<file path="config.mk">
export PLATFORM = sky130hd
export DESIGN_NAME = rr_arb_encode
export DESIGN_NICKNAME = d
export VERILOG_FILES = /design/src/rtl/rr_arb_encode.sv
export SDC_FILE = /design/constraint.sdc
export NUM_CORES = 1
export LEC_CHECK = 0
export CAP_MARGIN = 0
export CORE_AREA = 4 4 70 72
export CTS_CLUSTER_SIZE = 28
export DETAILED_ROUTE_END_ITERATION = 12
export DIE_AREA = 0 0 74 76
export PLACE_DENSITY_LB_ADDON = 0.12
export SLEW_MARGIN = 20
export SYNTH_ARGS = -nofsm -noshare
export SYNTH_HDL_FRONTEND = slang
export SYNTH_SLANG_ARGS = --single-unit
</file>
<file path="constraint.sdc">
create_clock -name clk -period 4.8 [get_ports clk]
set_input_delay 0.96 -clock clk [delete_from_list [all_inputs] [get_ports clk]]
set_output_delay 0.96 -clock clk [all_outputs]
set_load 0.02 [all_outputs]
</file>
<file path="src/rtl/rr_arb_encode.sv">
// Round-robin arbiter with multi-beat grant hold, driving the encoded select
// and one-hot grant of the downstream encoded word mux. All outputs are flops.
module rr_arb_encode #(
  parameter int CNT       = 5,
  parameter int CNT_WIDTH = 3
) (
  input  logic                 clk,
  input  logic                 rst,
  input  logic [CNT-1:0]       req,
  input  logic [CNT-1:0]       req_last,
  input  logic                 out_ready,
  output logic                 grant_vld,
  output logic [CNT_WIDTH-1:0] grant_sel,
  output logic [CNT-1:0]       grant_oh,
  output logic [CNT-1:0]       req_ack
);

  typedef enum logic {IDLE, GRANT} state_t;

  state_t               state_reg, state_next;
  logic [CNT_WIDTH-1:0] ptr_reg, ptr_next;
  logic [CNT_WIDTH-1:0] grant_sel_reg, grant_sel_next;
  logic                 grant_vld_reg, grant_vld_next;
  logic [CNT-1:0]       grant_oh_reg, grant_oh_next;
  logic [CNT-1:0]       req_ack_reg, req_ack_next;

  logic [CNT_WIDTH-1:0] cand_idx [CNT];
  logic [CNT-1:0]       cand_req;
  logic                 win_found;
  logic [CNT_WIDTH-1:0] win_idx;
  logic                 hs;
  logic                 owner_last;
  logic                 owner_req;

  // Candidate gi is the requester at priority rank gi: (ptr + gi) wrapped at CNT.
  genvar gi;
  generate
    for (gi = 0; gi < CNT; gi++) begin : g_cand
      logic [CNT_WIDTH:0] sum;
      assign sum = {1'b0, ptr_reg} + (CNT_WIDTH+1)'(gi);
      assign cand_idx[gi] = (sum >= (CNT_WIDTH+1)'(CNT)) ?
                            CNT_WIDTH'(sum - (CNT_WIDTH+1)'(CNT)) :
                            sum[CNT_WIDTH-1:0];
      assign cand_req[gi] = |(req & (CNT'(1) << cand_idx[gi]));
    end
  endgenerate

  // Scan from lowest rank upward; the last write is the highest-priority hit.
  always_comb begin
    win_found = 1'b0;
    win_idx   = '0;
    for (int k = CNT - 1; k >= 0; k--) begin
      if (cand_req[k]) begin
        win_found = 1'b1;
        win_idx   = cand_idx[k];
      end
    end
  end

  // The one-hot grant masks req/req_last down to the owner without indexing.
  assign hs         = grant_vld_reg & out_ready;
  assign owner_last = |(req_last & grant_oh_reg);
  assign owner_req  = |(req & grant_oh_reg);

  always_comb begin
    state_next     = state_reg;
    ptr_next       = ptr_reg;
    grant_sel_next = grant_sel_reg;
    grant_vld_next = grant_vld_reg;
    grant_oh_next  = grant_oh_reg;
    req_ack_next   = '0;
    case (state_reg)
      IDLE: begin
        if (win_found) begin
          state_next     = GRANT;
          grant_sel_next = win_idx;
          grant_oh_next  = CNT'(1) << win_idx;
          grant_vld_next = 1'b1;
        end
      end
      GRANT: begin
        if (hs) begin
          if (owner_last) begin
            req_ack_next   = grant_oh_reg;
            ptr_next       = (grant_sel_reg == CNT_WIDTH'(CNT - 1)) ?
                             '0 : grant_sel_reg + 1'b1;
            state_next     = IDLE;
            grant_vld_next = 1'b0;
            grant_oh_next  = '0;
          end
        end else if (!owner_req) begin
          // Owner withdrew before finishing: release without ack or pointer move.
          state_next     = IDLE;
          grant_vld_next = 1'b0;
          grant_oh_next  = '0;
        end
      end
      default: begin
        state_next     = IDLE;
        grant_vld_next = 1'b0;
        grant_oh_next  = '0;
      end
    endcase
  end

  always_ff @(posedge clk or posedge rst) begin
    if (rst) begin
      state_reg     <= IDLE;
      ptr_reg       <= '0;
      grant_sel_reg <= '0;
      grant_vld_reg <= 1'b0;
      grant_oh_reg  <= '0;
      req_ack_reg   <= '0;
    end else begin
      state_reg     <= state_next;
      ptr_reg       <= ptr_next;
      grant_sel_reg <= grant_sel_next;
      grant_vld_reg <= grant_vld_next;
      grant_oh_reg  <= grant_oh_next;
      req_ack_reg   <= req_ack_next;
    end
  end

  assign grant_vld = grant_vld_reg;
  assign grant_sel = grant_sel_reg;
  assign grant_oh  = grant_oh_reg;
  assign req_ack   = req_ack_reg;

endmodule
</file>
# Word level (Yosys, flattened, before mapping)

Index checks and enable logic that the tools add are counted.

$add $sub $neg: 10
$mul: 0
Div/mod/pow operators: 0
Magnitude comparators: 5
Equal/unequal tests: 4
Shift-type cells: 6
Mux-type cells: 34
Bitwise logic cells: 9
Reduce and logical (&&, ||, !) cells: 10

Operators by type and width:

| operator              | number |
|---|---|
| $and A5 B5 Y5         | 7 |
| $mux W5               | 7 |
| $reduce_or A5 Y1      | 7 |
| $mux W3               | 11 |
| $shl A1 B3 Y5 const A | 6 |
| $ge A4 B3 Y1 const B  | 4 |
| $sub A3 B3 Y3 const B | 5 |
| $mux W1               | 13 |
| $pmux W5 S2           | 1 |
| $add A3 B2 Y4 const B | 2 |
| $reduce_and A3 Y1     | 2 |
| $add A3 B1 Y4 const B | 1 |
| $add A3 B3 Y4 const B | 1 |
| $pmux W1 S2           | 2 |
| $add A3 B1 Y3 const B | 1 |
| $eq A3 B3 Y1 const B  | 1 |
| $ge A3 B3 Y1 const B  | 1 |
| $ne A3 B2 Y1 const B  | 1 |
| $ne A3 B3 Y1 const B  | 1 |
| $ne A2 B2 Y1 const B  | 1 |
| $reduce_and A2 Y1     | 1 |
| $and A1 B1 Y1         | 1 |
| $not A1 Y1            | 1 |

Register bits after elaboration: 18
Latch bits: 0
Bits in writable memories: 0
ROM bits: 0
Input bits: 13
Output and inout bits: 14
Word-level logic and storage cells: 84
Memories: 0

# Longest topological paths before layout

Word-level depth: 14
Gate-level depth with buffers: 15
Depth with buffers taken out: 13

# Worst setup path after synthesis

Ideal clock, no wire load.

Path type: register -> register
Start point: reg ptr_reg[0]
End point: reg grant_oh_reg[3] (netlist: grant_oh[3])
Library setup time: 122 ps
Arrival: 3,271 ps
Required time: 4,678 ps
Slack: 1,408 ps
Stages on the path, launching flop included: 14
Path buffers: 2
Period minus slack after synthesis: 3,392 ps
Cell sequence: dfrtp_1 -> buf_6 -> inv_2 -> ha_1 -> inv_1 -> fa_1 -> clkbuf_1 -> or3_4 -> and2_1 -> and3_4 -> a2111o_1 -> a311o_1 -> a32o_1 -> a32o_1

Word-level cells in the longest chain between the ends: 14
Elaborated cells on any way between the ends: 49
Those cells by class: add/sub (9); order compare (5); eq/ne (1); shift (6); mux (17); bitwise (5); reduce/logical (6)

Ends and longest elaborated chain:

| item                                          | RTL line | source |
|---|---|---|
| start, declared                               | 21       | `logic [CNT_WIDTH-1:0] ptr_reg, ptr_next;` |
| start signal, assigned                        | 116      | `ptr_reg <= ptr_next;` |
| $add A3 B3 Y4                                 | 40       | `assign sum = {1'b0, ptr_reg} + (CNT_WIDTH+1)'(gi);` |
| $ge A4 B3 Y1 or $sub A3 B3 Y3 (tied branches) | 41, 42   |  |
| $mux W3                                       | 41       | `assign cand_idx[gi] = (sum >= (CNT_WIDTH+1)'(CNT)) ?` |
| $shl A1 B3 Y5                                 | 44       | `assign cand_req[gi] = \|(req & (CNT'(1) << cand_idx[gi]));` |
| $and A5 B5 Y5                                 | 44       |  |
| $reduce_or A5 Y1                              | 44       |  |
| $mux W3 (5 in series)                         | 53       | `if (cand_req[k]) begin` |
| $shl A1 B3 Y5                                 | 77       | `grant_oh_next = CNT'(1) << win_idx;` |
| $mux W5                                       | 74       | `if (win_found) begin` |
| $pmux W5 S2                                   | 72       | `case (state_reg)` |
| end signal, assigned                          | 119      | `grant_oh_reg <= grant_oh_next;` |
| end, declared                                 | 24       | `logic [CNT-1:0] grant_oh_reg, grant_oh_next;` |

Parallel ways exist; a longest one is shown, timed or not. The select of a mux whose other input is x is not followed.
A chain may end at the register's enable or synchronous reset.

# Worst setup path after layout

Start point: reg ptr_reg[1]
End point: reg grant_oh_reg[2] (netlist: grant_oh[2])

The elaborated chain is that of the path after synthesis.

==> impl_metrics.json <==
{
  "placed_cells": 296,
  "hold_class": "reg2reg",
  "crit_path_start_kind": "flop",
  "drt_iter0_markers": 91,
  "clock_sinks": 18,
  "avgSynthCellArea_um2": 8.76,
  "dp_hpwl_um": 3900,
  "clock_latency_ns": 0.26,
  "cts-hold-fix-buffers": 0,
  "grt_max_degree": 33,
  "yosysWarningCount": 0,
  "area_delta_synth_final_pct": 15.5,
  "post_dp_cell_area_um2": 2250,
  "final_antenna_net_count": 0,
  "clk_pin_slew_ns": 0.08,
  "yosysTopAreaCell": "dfrtp_1",
  "netlist_area_um2": 2000,
  "grt_pass1_vias": 1756,
  "finalSetupViolCount": 0,
  "timing_hold_violations_final": 0,
  "r2r_setup_slack_ns": 1.12,
  "io_buffers": 26,
  "place_ws_ns": 0.972,
  "synth_nets": 255,
  "cp.arrival_ns": 3.83,
  "cp-end-kind": "flop",
  "io_pins": 27,
  "core_area_um2": 4290,
  "period_share_pct": 76.7,
  "grt_pass1_wl_um": 8590,
  "clockBufferDepth": 2,
  "synth.distinct_cells": 73,
  "layout_setup_ws_ns": 1.12,
  "h-tree-depth": 1,
  "slew_headroom_pct": 45.5,
  "drv_slew": 0,
  "layout_min_cycle_time_ns": 3.68,
  "root_buffer": "clkbuf_8",
  "maxCapViolCount": 0,
  "vias": 1796,
  "die_h_um": 76,
  "fin_tns_setup_ns": 0,
  "tightest_slew_ns": 0.815,
  "synthCells": 228,
  "die_area_um2": 5620,
  "reg2reg_depth": 10,
  "drc": 0,
  "layout-drive-gt1-share_pct": 13.3,
  "cts_setup_buffers": 0,
  "max_freq_mhz": 272,
  "num_rows": 24,
  "reg2reg_from": "ptr_reg[1]",
  "grt_setup_unrepaired": "false",
  "avgRoutedWirePerCell_um": 17.4,
  "whs_path_depth": 1,
  "crit_fanout": 12,
  "outcome": "finished, final reports clean",
  "holdPathEnd": "grant_vld",
  "async_flop_share_pct": 100,
  "min_from": "grant_vld",
  "groute.usage.overall_pct": 19.1,
  "initial_core_util_pct": 46.5,
  "die_w_um": 74,
  "stdcell_count": 300,
  "synth.yosys.seq_area_share_pct": 22.6,
  "fill_cells": 405,
  "cts_tree": "done",
  "place.gp.congestion": 0.903,
  "finClkSkew_ns": 0.00393,
  "synth_area_leaders": "dfrtp_1, ha_1, nand2b_1",
  "first_pass_iters": 5,
  "cts-resized-gates": 0,
  "synth_edf_count": 0,
  "antenna_cells": 0,
  "antenna_found_initial": 0,
  "cts_made_buffers": 3,
  "synth_seq_cells": 18,
  "viasPerCell": 5.99,
  "reg2reg_to": "grant_oh[2]",
  "synth_top_area_share_pct": 22.6,
  "drt-total-wl_um": 5230,
  "overflow": 0,
  "synth_ff_type": "dfrtp_1",
  "fin_area_um2": 2310,
  "critical_path_class": "reg2reg",
  "required_ns": 4.95,
  "fin_nets": 276
}
[routing by layer]
| metal | track usage [%] | wire [µm] | vias up |
|---|---|---|---|
| li1 | - | - | 884 |
| met1 | 26.1 | 2460 | 849 |
| met2 | 30.4 | 2410 | 57 |
| met3 | 4.09 | 295 | 6 |
| met4 | 4.71 | 70 | 0 |
| met5 | 0 | 0 | - |
[cell usage in the layout, fill, tap and decap left out, drive strengths merged, types with 4 or more instances in the layout]
master and count:
nand3 12, nor2b 4, a31oi 4, nand2b 10, dfrtp 18, clkdlybuf4s50 26, a211oi 4, nand2 17
o21ai 17, clkbuf 4, xnor2 4, a21oi 11, ha 13, mux2i 6, a22oi 5, inv 14
nor2 17, and2 11
[cell usage after synthesis, drive strengths merged (2+ instances only)]
cell type	count
inv	14
o211ai	2
a211o	2
a31oi	4
o22ai	2
a311o	2
a22oi	5
a22o	2
dfrtp	18
nand2b	10
a2111oi	2
nand4	2
mux2i	6
ha	13
or3	2
clkbuf	4
nor2	17
o21ai	17
and2	11
buf	7
nor2b	4
xnor2	4
a211oi	4
a21o	3
nor3b	2
and3	2
a21oi	11
nand3	12
nand2	17
mux4	2
a32o	3
nor3	3
[through the flow]
| step | hold WS (ns) | utilization, % |
|---|---|---|
| final | 0.552 | 53.7 |
| after global routing | 0.583 | 53.7 |
| after CTS | 0.553 | 53.7 |
| after global placement | 0.529 | 52.4 |
| after detailed placement | 0.535 | 52.4 |
| after floorplan | 0.604 | - |
[area by class of cell]
| type | count | area, µm² | area share, % |
|---|---|---|---|
| Multi-Input combinational cell | 185 | 1420 | 61.4 |
| Tap cell | 52 | 65.1 | 2.82 |
| Inverter | 14 | 52.6 | 2.28 |
| Sequential cell | 18 | 450 | 19.5 |
| Timing Repair Buffer | 27 | 268 | 11.6 |
| Clock buffer | 4 | 55.1 | 2.39 |
[how the worst max path moves through the flow]
stage                              to  slack [ns]  depth (start not counted)       start
after floorplan           grant_oh[3]        1.41                         13  ptr_reg[0]
after global placement    grant_oh[0]        0.95                         10      req[2]
after detailed placement  grant_oh[0]        0.97                         10      req[2]
after CTS                 grant_oh[2]        1.12                         10  ptr_reg[1]
after global routing      grant_oh[2]        0.90                         10  ptr_reg[1]
final                     grant_oh[2]        1.12                         10  ptr_reg[1]
[worst max-delay path, cell delays in order (launching register included)]
cell and delay, ns:
dfrtp_1 0.64, ha_1 0.28, inv_1 0.06, fa_1 0.51
or3_4 0.42, and2_1 0.16, and3_4 0.19, a2111oi_2 0.51
a31oi_2 0.29, nor3b_1 0.25, a32o_2 0.27
[cells by family (layout without fill, tap and decap cells)]
family	after synthesis	in the layout	share of synthesized area [%]
and+or+nand+nor	87	87	24.1
muxes	9	9	6.20
buffers and inverters	25	45	6.58
adders and majority gates	14	14	9.15
DFF	18	18	22.6
xor gates and xnor gates	4	4	1.75
AOI/OAI and AO/OA	71	71	29.7
Power is not shown: default switching activity piles up to over one toggle a cycle in this logic, so the estimate is an artifact.
